### config.mk
export PLATFORM = sky130hd
export DESIGN_NAME = virq_arbiter
export DESIGN_NICKNAME = d
export VERILOG_FILES = /design/src/rtl/virq_arbiter.sv
export SDC_FILE = /design/constraint.sdc
export NUM_CORES = 1
export LEC_CHECK = 0
export ABC_CLOCK_PERIOD_IN_PS = 1900
export CORE_MARGIN = 2
export CORE_UTILIZATION = 40
export DETAILED_ROUTE_END_ITERATION = 10
export GPL_ROUTABILITY_DRIVEN = 0
export GPL_TIMING_DRIVEN = 0
export HOLD_SLACK_MARGIN = 0.02
export PLACE_DENSITY_LB_ADDON = 0.15
export SYNTH_ARGS = -nofsm -noshare
export SYNTH_HDL_FRONTEND = slang
export SYNTH_SLANG_ARGS = --single-unit
### constraint.sdc
create_clock -name clk_sys -period 1.9 [get_ports clk_sys]
set_input_delay 0.38 -clock clk_sys [delete_from_list [all_inputs] [get_ports clk_sys]]
set_output_delay 0.38 -clock clk_sys [all_outputs]
set_load 0.02 [all_outputs]
### src/rtl/virq_arbiter.sv
// virq_arbiter: vectored interrupt arbiter between peripheral request
// sources and the CPU's single vectored-interrupt input. Picks one eligible
// source, raises cpu_irq, supplies that source's vector during the CPU
// acknowledge handshake and pulses src_ack to the winner for one cycle.
module virq_arbiter #(
  parameter int                 NSRC        = 4,
  parameter logic [NSRC*16-1:0] VECTORS     = {16'o160, 16'o274, 16'o60, 16'o100},
  parameter bit                 ROUND_ROBIN = 1'b0
) (
  input  logic            clk_sys,
  input  logic            reset_n,
  input  logic [NSRC-1:0] src_req,
  input  logic [NSRC-1:0] src_en,
  output logic [NSRC-1:0] src_ack,
  input  logic            cpu_mask,
  output logic            cpu_irq,
  input  logic            cpu_iak,
  output logic            cpu_vack,
  output logic [15:0]     cpu_vector,
  output logic [2:0]      grant_id
);

  localparam int IW = (NSRC > 1) ? $clog2(NSRC) : 1;

  typedef enum logic [1:0] {
    S_IDLE,
    S_PEND,
    S_IACK,
    S_REL
  } state_t;

  state_t          state;
  logic [IW-1:0]   grant_idx;   // latched winner
  logic [IW-1:0]   rr_ptr;      // first index considered in rotating mode
  logic            iak_q;       // previous cpu_iak sample for edge detection

  logic [NSRC-1:0] eligible;
  logic            iak_rise;
  logic            winner_keep;
  logic [IW-1:0]   start_idx;
  logic [NSRC-1:0] rotated;
  logic [IW-1:0]   offset;
  logic [IW:0]     win_sum;
  logic [IW-1:0]   win_idx;
  logic [15:0]     win_vector;
  logic [NSRC-1:0] ack_onehot;

  // A masked CPU sees no eligible sources at all.
  assign eligible    = cpu_mask ? '0 : (src_req & src_en);
  assign iak_rise    = cpu_iak & ~iak_q;
  assign winner_keep = src_req[grant_idx] & src_en[grant_idx] & ~cpu_mask;
  assign grant_id    = 3'(grant_idx);

  // Winner search: rotate the eligible set so the start index sits at bit 0,
  // take the lowest set bit, then rotate the offset back.
  always_comb begin
    // NOTE: every combinational output gets a default first so no path leaves
    // it unassigned, which would otherwise infer a latch.
    start_idx = ROUND_ROBIN ? rr_ptr : '0;
    rotated   = NSRC'({eligible, eligible} >> start_idx);
    offset    = '0;
    for (int i = NSRC - 1; i >= 0; i--) begin
      if (rotated[i]) offset = IW'(i);
    end
    win_sum = {1'b0, start_idx} + {1'b0, offset};
    if (win_sum >= (IW+1)'(NSRC)) win_sum = win_sum - (IW+1)'(NSRC);
    win_idx = win_sum[IW-1:0];
  end

  // Vector and ack one-hot for the latched winner.
  always_comb begin
    win_vector = '0;
    ack_onehot = '0;
    for (int i = 0; i < NSRC; i++) begin
      if (grant_idx == IW'(i)) begin
        win_vector    = VECTORS[16*i +: 16];
        ack_onehot[i] = 1'b1;
      end
    end
  end

  // Handshake FSM with registered CPU and source-side outputs.
  always_ff @(posedge clk_sys or negedge reset_n) begin
    if (!reset_n) begin
      state      <= S_IDLE;
      grant_idx  <= '0;
      rr_ptr     <= '0;
      iak_q      <= 1'b0;
      cpu_irq    <= 1'b0;
      cpu_vack   <= 1'b0;
      cpu_vector <= '0;
      src_ack    <= '0;
    end else begin
      // NOTE: state registers use non-blocking assignments so every register
      // samples the pre-edge values, independent of statement order.
      iak_q   <= cpu_iak;
      src_ack <= '0;
      case (state)
        S_IDLE: begin
          if (|eligible) begin
            grant_idx <= win_idx;
            cpu_irq   <= 1'b1;
            state     <= S_PEND;
          end
        end
        S_PEND: begin
          // An acknowledge edge wins over a withdrawal seen in the same cycle.
          if (iak_rise) begin
            cpu_irq    <= 1'b0;
            cpu_vack   <= 1'b1;
            cpu_vector <= win_vector;
            src_ack    <= ack_onehot;
            state      <= S_IACK;
          end else if (!winner_keep) begin
            cpu_irq <= 1'b0;
            state   <= S_IDLE;
          end
        end
        S_IACK: begin
          if (ROUND_ROBIN) begin
            rr_ptr <= (grant_idx == IW'(NSRC - 1)) ? '0 : grant_idx + IW'(1);
          end
          state <= S_REL;
        end
        S_REL: begin
          if (!cpu_iak) begin
            cpu_vack   <= 1'b0;
            cpu_vector <= '0;
            state      <= S_IDLE;
          end
        end
        default: state <= S_IDLE;
      endcase
    end
  end

endmodule

# --- Yosys cells after proc, flatten, opt, wreduce, memory -nomap -nowiden ---
# Cells that the tools add are included.
word_totals:
  wordCells: 70
  in_bits: 12
  register_bits: 27
  out_inout_bits: 25
classes:
  addsub: 1
  bitwise: 6
  magnitude_cmp: 2
  n_reduce_logical: 9
  muxes: 35
  eq_ne: 10
op_table:
  columns: ["op", "count"]
  rows:
  - ["two-way mux 16 bit", 5]
  - ["one-hot mux 16 bit (2 select lines)", 1]
  - ["two-way mux 2 bit", 9]
  - ["two-way mux 4 bit", 3]
  - ["two-way mux 1 bit", 11]
  - ["AND reduction 3 bit", 3]
  - ["equality test 2 bit (second input constant)", 4]
  - ["one-hot mux 2 bit (4 select lines)", 1]
  - ["two-way mux 7 bit", 1]
  - ["!= test 2 bit (second input constant)", 3]
  - ["AND 4 bit", 1]
  - ["binary-select mux 1 bit (select 2 bit)", 2]
  - ["equality test 2 x 1 -> 1 bit (second input constant)", 2]
  - ["logical NOT 2 bit", 2]
  - ["one-hot mux 1 bit (2 select lines)", 2]
  - ["nonzero test 2 bit", 2]
  - ["OR reduction 4 bit", 1]
  - ["AND 1 bit", 3]
  - [">= comparator 2 x 3 -> 1 bit (second input constant)", 1]
  - ["< comparator 2 x 3 -> 1 bit (second input constant)", 1]
  - ["!= test 3 bit (second input constant)", 1]
  - ["NOT 1 bit", 2]
  - ["AND reduction 2 bit", 1]
  - ["subtractor 2 x 1 -> 2 bit (second input constant)", 1]

# --- Logic depth before layout (Yosys ltp) ---
# Gate-level depths: netlist of the first run.
logic_depth:
  word_depth: 8
  mapped_depth: 6
  mapped_depth_nobuf: 4

# --- Worst setup path before layout of the first run ---
# OpenSTA, ideal clock, no wires.
synth_path:
  kind: "reg-to-reg"
  startpoint: "reg grant_idx[1]"
  endpoint: "reg cpu_irq"
  path_slack_ns: 0.124
  synth_period_minus_slack_ns: 1.776
  t_arrival_ns: 1.699
  setup_ns: 0.077
  stages_incl_launch_ff: 5
  path_buffers: 0
  t_required_ns: 1.823
  cell_sequence: "dfrtp_1 inv_2 mux4_2 or4b_1 a21oi_1"
synth_between:
  elab_chain_cells: 6
  word_cells_on_any_way: 8
  cone_classes: "eq/ne: 1; mux: 4; bitwise: 2; reduce/logical: 1"
synth_rtl:
  columns: ["item", "line", "text"]
  rows:
  - ["start, declared", "33", "logic [IW-1:0] grant_idx;"]
  - ["start signal, assigned", "101", "grant_idx <= win_idx;"]
  - ["binary-select mux 1 bit (select 2 bit)", "51", "assign winner_keep = src_req[grant_idx] & src_en[grant_idx] & ~cpu_mask;"]
  - ["two-way mux 1 bit (implied by the code)", "51", null]
  - ["AND 1 bit * (2 in series)", "51", null]
  - ["!= test 3 bit (no source line) *", null, null]
  - ["AND reduction 3 bit (no source line) *", null, null]
  - ["end signal, assigned", "89", "cpu_irq <= 1'b0;"]
  - ["end signal, assigned", "102", "cpu_irq <= 1'b1;"]
  - ["end signal, assigned", "109", "cpu_irq <= 1'b0;"]
  - ["end, declared", "16", "output logic cpu_irq,"]
# Every way passes the cells marked *; elsewhere a longest branch is shown, timed or not. The select of a mux whose other input is x is not followed.
# A chain may end at the register's enable or synchronous reset.

# --- Final worst setup path of the first run ---
layout_path:
  startpoint: "in src_en[0]"
  endpoint: "reg cpu_irq"
layout_between:
  elab_chain_cells: 6
  word_cells_on_any_way: 10
  cone_classes: "eq/ne: 2; mux: 3; bitwise: 3; reduce/logical: 2"
layout_rtl:
  columns: ["item", "line", "text"]
  rows:
  - ["start, declared", "13", "input logic [NSRC-1:0] src_en,"]
  - ["binary-select mux 1 bit (select 2 bit)", "51", null]
  - ["two-way mux 1 bit (implied by the code)", "51", null]
  - ["AND 1 bit (2 in series)", "51", null]
  - ["!= test 3 bit (no source line)", null, null]
  - ["AND reduction 3 bit (no source line) *", null, null]
# Marks and branches as above.

==> results_dict.tcl, run 1 <==
set metrics [dict create \
    ant_nets 0 \
    drcViolationCount 0 \
    r2r_end "cpu_irq" \
    grt-ovfl-total 0 \
    area_growth_pct 45.2 \
    drt-total-wl_um 1630 \
    yosys.area.top_type "dfrtp_1" \
    setup.worst_path.end_class "flip-flop" \
    relSlewSlack 0.600 \
    yosysSeqAreaShare 0.432 \
    ys_types 25 \
    cp_data_arrival_time_ns 2.06 \
    grt_use_total 0.159 \
    clkTransAtPathRegs_ns 0.08 \
    yosys_register_bits 14 \
    required_ns 2.14 \
    clock-sinks 14 \
    coreArea_um2 1940 \
    post_cts_buffers 0 \
    grt_max_degree 15 \
    power.density_nw_per_um2 1290 \
    hold_buffers 0 \
    timing.final.crit_share 0.962 \
    fin_crit_ns 1.83 \
    synth_top_area_frac 0.432 \
    io_pins 37 \
    place_hpwl_um 1230 \
    worst_pin_slew_ns 0.598 \
    pre_cts_slack_ns -0.261 \
    rrSetupSlack_ns 0.12 \
    mostFrequentLayoutCell "clkdlybuf4s50_1" \
    initial_core_util 0.418 \
    diodes 0 \
    cts_buffers 3 \
    cap_viol_max_count 0 \
    syn_area_um2 811 \
    insertion_delay_ns 0.30 \
    vias 693 \
    cts_root_buffer "clkbuf_4" \
    syn_inst 82 \
    grt_pass1_wl_um 2810 \
    layout_common_cells "clkdlybuf4s50_1, dfrtp_1, buf_4, conb_1, nand2_1" \
    run_status "finished clean" \
    h-tree-depth 1 \
    die_w_um 49.0 \
    crit_type "in -> reg" \
    clock_skew_ns 0.000381 \
    dieArea_um2 2400 \
    r2r_cells 4 \
    hold_viol 0 \
    setup_tns_ns 0 \
    setup_viol 0 \
    clock.fmax_ghz 0.547 \
    layout_setup_ws_ns 0.0715 \
    antenna_found_initial 0 \
    cts-resized-gates 0 \
    cts_buffer_depth 2 \
    grt_pass1_vias 654 \
    min_path_type "in -> async" \
    rows 16 \
    critPathLaunch "src_en[0]" \
    vdd_drop_max_mv 0.589 \
    cts_tree "built" \
    drive_gt1_frac 0.198 \
    crit_fanout 3 \
    avgSynthCellArea_um2 9.89 \
    die_h_um 49.0 \
    reg2reg_from "grant_idx[1]" \
    io_buffers 25 \
    drtIter0Drc 10 \
    nNetsFinal 139 \
    cp-start-kind "input pin" \
    synth.area.top_cells "dfrtp_1, buf_4, ha_1" \
    viasPerCell 4.68 \
    p_leak_nw 0.576 \
    wl_per_cell_um 11.0 \
    first_pass_iters 4 \
    synth_warnings 0 \
    slew_viol_final 0 \
    final_core_util 0.606 \
]
stage by stage:
stage	area (um^2)	cells	power, mW	hold WS (ns)
6_report	1180	148	1.52	0.454
5_1_grt	1180	148	1.63	0.508
4_1_cts	1170	148	1.50	0.481
3_5_place_dp	1130	144	1.28	0.525
3_3_place_gp	1130	144	1.26	0.510
2_1_floorplan	848	92	0.968	0.0844
Yosys cell counts, drive strengths merged:
library cell / n
a221o: 1
o21ai: 4
a21oi: 7
nor2: 3
dfrtp: 14
o21bai: 1
buf: 14
a22o: 3
and3: 4
o31ai: 1
mux4: 1
or4b: 1
conb: 1
nand3: 1
a41oi: 1
mux2i: 1
a32o: 1
nand2: 8
o22ai: 1
ha: 5
inv: 4
clkbuf: 2
nor2b: 3
flip-flops by register name, indices dropped and copies added (netlist names), named ones only:
signal and count:
state 1, src_ack 4, cpu_vack 1, grant_idx 2, cpu_irq 1, cpu_vector 3, iak_q 1
worst max-delay path by stage:
| stage | endpoint | slack [ns] |
|---|---|---|
| after global placement | cpu_irq | -0.24 |
| after global routing | cpu_irq | -0.009 |
| after floorplan | cpu_irq | 0.12 |
| final | cpu_irq | 0.07 |
| after CTS | cpu_irq | 0.03 |
| after detailed placement | cpu_irq | -0.26 |
worst max-delay path, stage by stage:
cell and delay (ns):
clkdlybuf4s50_1 0.49, nand2_2 0.08, mux4_2 0.46, or4b_4 0.51, a21oi_2 0.14
power by group:
group          internal [mW]  switching (mW)
registers              0.394          0.0979
clock network          0.117           0.105
logic                  0.392           0.409
kinds of logic after synthesis:
| logic type | synth area share |
|---|---|
| flops | 0.432 |
| mux | 0.0401 |
| compound gates | 0.162 |
| fa+ha+maj | 0.0772 |
| simple gates | 0.127 |
| buf+inv | 0.157 |
| other cells | 0.00463 |
cell type report:
| class | instances | area, um^2 |
|---|---|---|
| Inverter | 4 | 15.0 |
| Fill cell | 183 | 764 |
| Tap cell | 27 | 33.8 |
| Sequential cell | 14 | 350 |
| Buffer | 16 | 114 |
| Multi-Input combinational cell | 58 | 378 |
| Timing Repair Buffer | 25 | 250 |
| Clock buffer | 4 | 36.3 |
layer usage:
| metal | wire [um] | global-route usage |
|---|---|---|
| met5 | 0 | 0 |
| met3 | 120 | 0.0429 |
| met4 | 68 | 0.133 |
| met2 | 802 | 0.265 |
| met1 | 639 | 0.167 |
Power figures use the tool's default switching activity.
==> run 2: changes to the inputs <==
--- a/config.mk
+++ b/config.mk
@@ -8,6 +8,7 @@
 export ABC_CLOCK_PERIOD_IN_PS = 1900
 export CORE_MARGIN = 2
 export CORE_UTILIZATION = 40
+export CTS_BUF_LIST = sky130_fd_sc_hd__clkbuf_16
 export DETAILED_ROUTE_END_ITERATION = 10
 export GPL_ROUTABILITY_DRIVEN = 0
 export GPL_TIMING_DRIVEN = 0
==> run 2 against run 1 <==
Net effect: sequential power barely moved; fmax rose by 1.3%; via count fell by 0.58%; die area did not move; combinational power rose by 0.6%; routed wire length rose by 4.4%; critical path type is now reg -> reg; largest cell class is now buffers; largest power group unchanged.
==> results_dict.tcl, run 2 (synthesis results as in run 1) <==
set metrics [dict create \
    drive_gt1_frac 0.244 \
    timing.final.crit_share 0.950 \
    min_path_type "in -> reg" \
    clock_skew_ns 0.00138 \
    cap_viol_max_count 0 \
    hp-start "src_req[0]" \
    drcViolationCount 0 \
    p_leak_nw 0.677 \
    hold_path_depth 3 \
    drt-total-wl_um 1700 \
    run_status "finished clean" \
    hold_buffers 0 \
    grt.met2_usage 0.274 \
    clock.fmax_ghz 0.554 \
    initial_core_util 0.418 \
    cts_buffer_depth 2 \
    grt_pass1_vias 667 \
    r2r_cells 4 \
    cts_buffers 3 \
    layout_common_cells "clkdlybuf4s50_1, buf_4, dfrtp_1, conb_1, dlymetal6s2s_1" \
    io_pins 37 \
    first_pass_iters 4 \
    worst_pin_slew_ns 0.599 \
    relSlewSlack 0.599 \
    fin_crit_ns 1.81 \
    busiest_layer "met2" \
    setup_viol 0 \
    clkTransAtPathRegs_ns 0.05 \
    antenna_found_initial 0 \
    cts_tree "built" \
    wl_per_cell_um 11.3 \
    coreArea_um2 1940 \
    vias 689 \
    postLayoutCellArea_um2 1270 \
    crit_type "reg -> reg" \
    place_hpwl_um 1230 \
    min_to "grant_idx[0]" \
    nNetsFinal 141 \
    grt-ovfl-total 0 \
    clock-sinks 14 \
    whs_ns 0.504 \
    grt_setup_unrepaired "no" \
    diodes 0 \
    grt_use_total 0.160 \
    mostFrequentLayoutCell "clkdlybuf4s50_1" \
    io_buffers 25 \
    reg2reg_from "grant_idx[1]" \
    area_growth_pct 56.2 \
    ant_nets 0 \
    r2r_end "cpu_irq" \
    required_ns 2.08 \
    reg_top3 "src_ack: 4 flops, cpu_vector: 3 flops, grant_idx: 2 flops" \
    vdd_drop_max_mv 0.573 \
    slew_viol_final 0 \
    drtIter0Drc 11 \
    viasPerCell 4.59 \
    grt_max_degree 15 \
    crit_fanout 6 \
    die_h_um 49.0 \
    setup.worst_path.end_class "flip-flop" \
    insertion_delay_ns 0.25 \
    rrSetupSlack_ns 0.09 \
    power.density_nw_per_um2 1340 \
    die_w_um 49.0 \
    grtUsageMet3 0.0337 \
    cts_root_buffer "clkbuf_16" \
    largest_reg_flops 4 \
    h-tree-depth 1 \
    cp-start-kind "flip-flop" \
    hold_viol 0 \
    rows 16 \
    dieArea_um2 2400 \
    place_area_um2 1130 \
    grt_util_met1 0.161 \
    largest_register "src_ack" \
    cp_data_arrival_time_ns 1.98 \
    grt_pass1_wl_um 2820 \
]
[run 2: cell count changes in the layout (fill, tap and decap cells not counted)]
cell	before	now
clkdlybuf4s50_1	25	17
dlymetal6s2s_1	0	8
clkbuf_16	0	3
clkbuf_4	3	0
nand2_1	7	4
nand2_2	1	4
buf_4	14	16
clkbuf_8	1	0
clkinv_1	0	1
dfrtp_1	14	13
dfrtp_2	0	1
nor2b_1	3	2
nor2b_2	0	1
[run 2: worst max-delay path by stage]
stage | cells after the start | end | start
after floorplan | 4 | cpu_irq | grant_idx[1]
after global placement | 5 | cpu_irq | src_en[0]
after detailed placement | 5 | cpu_irq | src_en[0]
after CTS | 5 | cpu_irq | src_en[0]
after global routing | 4 | cpu_irq | grant_idx[1]
final | 4 | cpu_irq | grant_idx[1]
[run 2: repair_timing]
action	in CTS	in global routing
hold endpoints to repair	0	0
pin swaps	0	4
gates resized for setup	1	16
gates cloned	0	0
setup endpoints to repair	1	3
buffers inserted	0	2
[run 2: metal layers]
| metal | share of wire | vias to the layer above |
|---|---|---|
| li1 | - | 340 |
| met2 | 0.52 | 28 |
| met3 | 0.060 | 5 |
| met4 | 0.034 | 0 |
| met5 | 0 | - |
| met1 | 0.39 | 316 |
[run 2: metrics by stage]
stage,setup TNS (ns),power [mW],instances,setup WS (ns),util
6_report,0,1.70,150,0.0945,0.652
3_3_place_gp,-0.509,1.26,144,-0.236,0.583
2_1_floorplan,0,0.968,92,0.124,-
4_1_cts,0,1.69,148,0.00563,0.626
5_1_grt,0,1.82,150,0.0197,0.652
3_5_place_dp,-0.628,1.28,144,-0.261,0.583
[run 2: cell type report]
type	instances	area, um^2
Clock buffer	3	75.1
Timing Repair Buffer	27	285
Buffer	16	114
Multi-Input combinational cell	58	388
Inverter	4	15.0
Clock inverter	1	3.75
Sequential cell	14	352
Fill cell	164	676
Tap cell	27	33.8
[run 2: worst max-delay path, cell delays in order (launching register included)]
cell and delay [ns]:
dfrtp_2 0.44, inv_2 0.10, mux4_2 0.50, or4b_4 0.57, a21oi_2 0.12
[run 2: report_power, final]
group / switching, mW / internal (mW) / total (mW)
sequential: 0.0967 / 0.399 / 0.495
clock: 0.122 / 0.278 / 0.400
combinational: 0.413 / 0.393 / 0.806
total: 0.632 / 1.07 / 1.70
==> run 3: changes to the inputs <==
--- a/config.mk
+++ b/config.mk
@@ -5,9 +5,10 @@
 export SDC_FILE = /design/constraint.sdc
 export NUM_CORES = 1
 export LEC_CHECK = 0
-export ABC_CLOCK_PERIOD_IN_PS = 1900
+export ABC_CLOCK_PERIOD_IN_PS = 2100
+export CORE_ASPECT_RATIO = 1.25
 export CORE_MARGIN = 2
-export CORE_UTILIZATION = 40
+export CORE_UTILIZATION = 43
 export CTS_BUF_LIST = sky130_fd_sc_hd__clkbuf_16
 export DETAILED_ROUTE_END_ITERATION = 10
 export GPL_ROUTABILITY_DRIVEN = 0
==> constraint.sdc (replaced) <==
create_clock -name clk_sys -period 2.1 [get_ports clk_sys]
set_input_delay 0.42 -clock clk_sys [delete_from_list [all_inputs] [get_ports clk_sys]]
set_output_delay 0.42 -clock clk_sys [all_outputs]
set_load 0.02 [all_outputs]
==> run 3 against run 2 <==
Net effect: clock skew about the same; die area decreased by 6.3%; power decreased by 11%; critical endpoint unchanged; largest cell class is now multi-input combinational cells; largest power group unchanged; highest routed layer unchanged.
==> results_dict.tcl, run 3 (synthesis results as in run 1) <==
set metrics [dict create \
    path_cells "clkdlybuf4s50_1, nand2_2, mux4_2, or4b_1, a21oi_1" \
    clock-sinks 14 \
    layout_common_cells "clkdlybuf4s50_1, dfrtp_1, buf_4, conb_1" \
    h-tree-depth 1 \
    final_cells 140 \
    dieArea_um2 2250 \
    initial_core_util 0.459 \
    cp_data_arrival_time_ns 2.11 \
    hold_path_depth 1 \
    grt_max_degree 15 \
    layout_setup_ws_ns 0.157 \
    nNetsFinal 139 \
    clockPowerShare 0.237 \
    wl_per_cell_um 11.6 \
    pre_cts_slack_ns -0.101 \
    mostFrequentLayoutCell "clkdlybuf4s50_1" \
    r2r_cells 4 \
    io_buffers 25 \
    setup_tns_ns 0 \
    reg2reg_from "grant_idx[1]" \
    fillCellCount 153 \
    viasPerCell 4.71 \
    min_to "cpu_vector[6]" \
    drtIter0Drc 6 \
    hold_viol 0 \
    fin_crit_ns 1.94 \
    rrSetupSlack_ns 0.33 \
    largest_register "src_ack" \
    first_pass_iters 4 \
    cts_tree "built" \
    worst_path_max_delay_cell "clkdlybuf4s50_1" \
    clock.fmax_ghz 0.515 \
    ant_nets 0 \
    critPathMaxStageDelay_ns 0.50 \
    cts_buffers 3 \
    grt_use_total 0.166 \
    diodes 0 \
    finalPower_mw 1.51 \
    run_status "finished clean" \
    power.density_nw_per_um2 1260 \
    r2r_end "cpu_irq" \
    antenna_found_initial 0 \
    grt-ovfl-total 0 \
    hold_buffers 0 \
    internal-power_mw 0.958 \
    vdd_drop_max_mv 0.622 \
    grt_pass1_vias 626 \
    largest_reg_flops 4 \
    setup.worst_path.end_class "flip-flop" \
    die_w_um 42.8 \
    clkTransAtPathRegs_ns 0.05 \
    clock_skew_ns 0.00145 \
    post_cts_buffers 0 \
    worst_pin_slew_ns 0.606 \
    insertion_delay_ns 0.24 \
    vias 659 \
    grt_pass1_wl_um 2660 \
    postLayoutCellArea_um2 1200 \
    sw_frac_of_total 0.365 \
    place_area_um2 1120 \
    area_growth_pct 48.1 \
    power.switching_mw 0.552 \
    die_h_um 52.6 \
    crit_fanout 3 \
    cts_buffer_depth 2 \
    io_pins 37 \
    final_core_util 0.680 \
    rows 17 \
    reg_top3 "src_ack: 4 flops, cpu_vector: 3 flops, grant_idx: 2 flops" \
    place_hpwl_um 1260 \
    seq_power_share 0.295 \
    timing.final.crit_share 0.925 \
    whs_ns 0.550 \
    cts-resized-gates 0 \
    min_path_type "reg -> reg" \
    crit_type "in -> reg" \
    p_leak_nw 0.589 \
    required_ns 2.27 \
    slew_viol_final 0 \
    drive_gt1_frac 0.165 \
    drcViolationCount 0 \
    cap_viol_max_count 0 \
    critPathLaunch "src_req[0]" \
    cp-start-kind "input pin" \
    cts_root_buffer "clkbuf_16" \
    coreArea_um2 1770 \
    hp-start "cpu_vector[6]" \
    setup_viol 0 \
    dp.cells 136 \
    p_comb_frac 0.468 \
    grt_setup_unrepaired "no" \
    drt-total-wl_um 1620 \
    relSlewSlack 0.595 \
]
[run 3: area by class of cell]
type / instances / area, um^2 / area share
Buffer: 16 / 113 / 0.0938
Clock buffer: 3 / 75.1 / 0.0625
Clock inverter: 1 / 3.75 / 0.00313
Inverter: 4 / 15.0 / 0.0125
Multi-Input combinational cell: 58 / 370 / 0.308
Sequential cell: 14 / 350 / 0.292
Tap cell: 19 / 23.8 / 0.0198
Timing Repair Buffer: 25 / 250 / 0.208
[run 3: routing by layer]
layer,wire length (um),track usage,vias up,part of all wire
li1,-,-,338,-
met1,627,0.183,289,0.39
met2,868,0.278,26,0.53
met3,69,0.0207,6,0.043
met4,58,0.146,0,0.036
met5,0,0,-,0
[run 3: worst max path at each step]
stage | end | slack, ns
2_1_floorplan | cpu_irq | 0.32
3_3_place_gp | cpu_irq | -0.08
3_5_place_dp | cpu_irq | -0.10
4_1_cts | cpu_irq | 0.15
5_1_grt | cpu_irq | 0.07
6_report | cpu_irq | 0.16
[run 3: worst max-delay path, delay by kind of cell]
kind	cells	cell delay, ns
buf+inv	1	0.50
mux	1	0.45
compound gates	1	0.16
simple gates	2	0.57
[run 3: power by group through the flow]
stage               clock, mW  combinational (mW)  sequential, mW
finish                  0.357               0.706           0.446
global route            0.378               0.784           0.461
CTS                     0.366               0.712           0.446
detailed placement          0               0.707           0.449
global placement            0               0.691           0.442
floorplan                   0               0.361           0.515
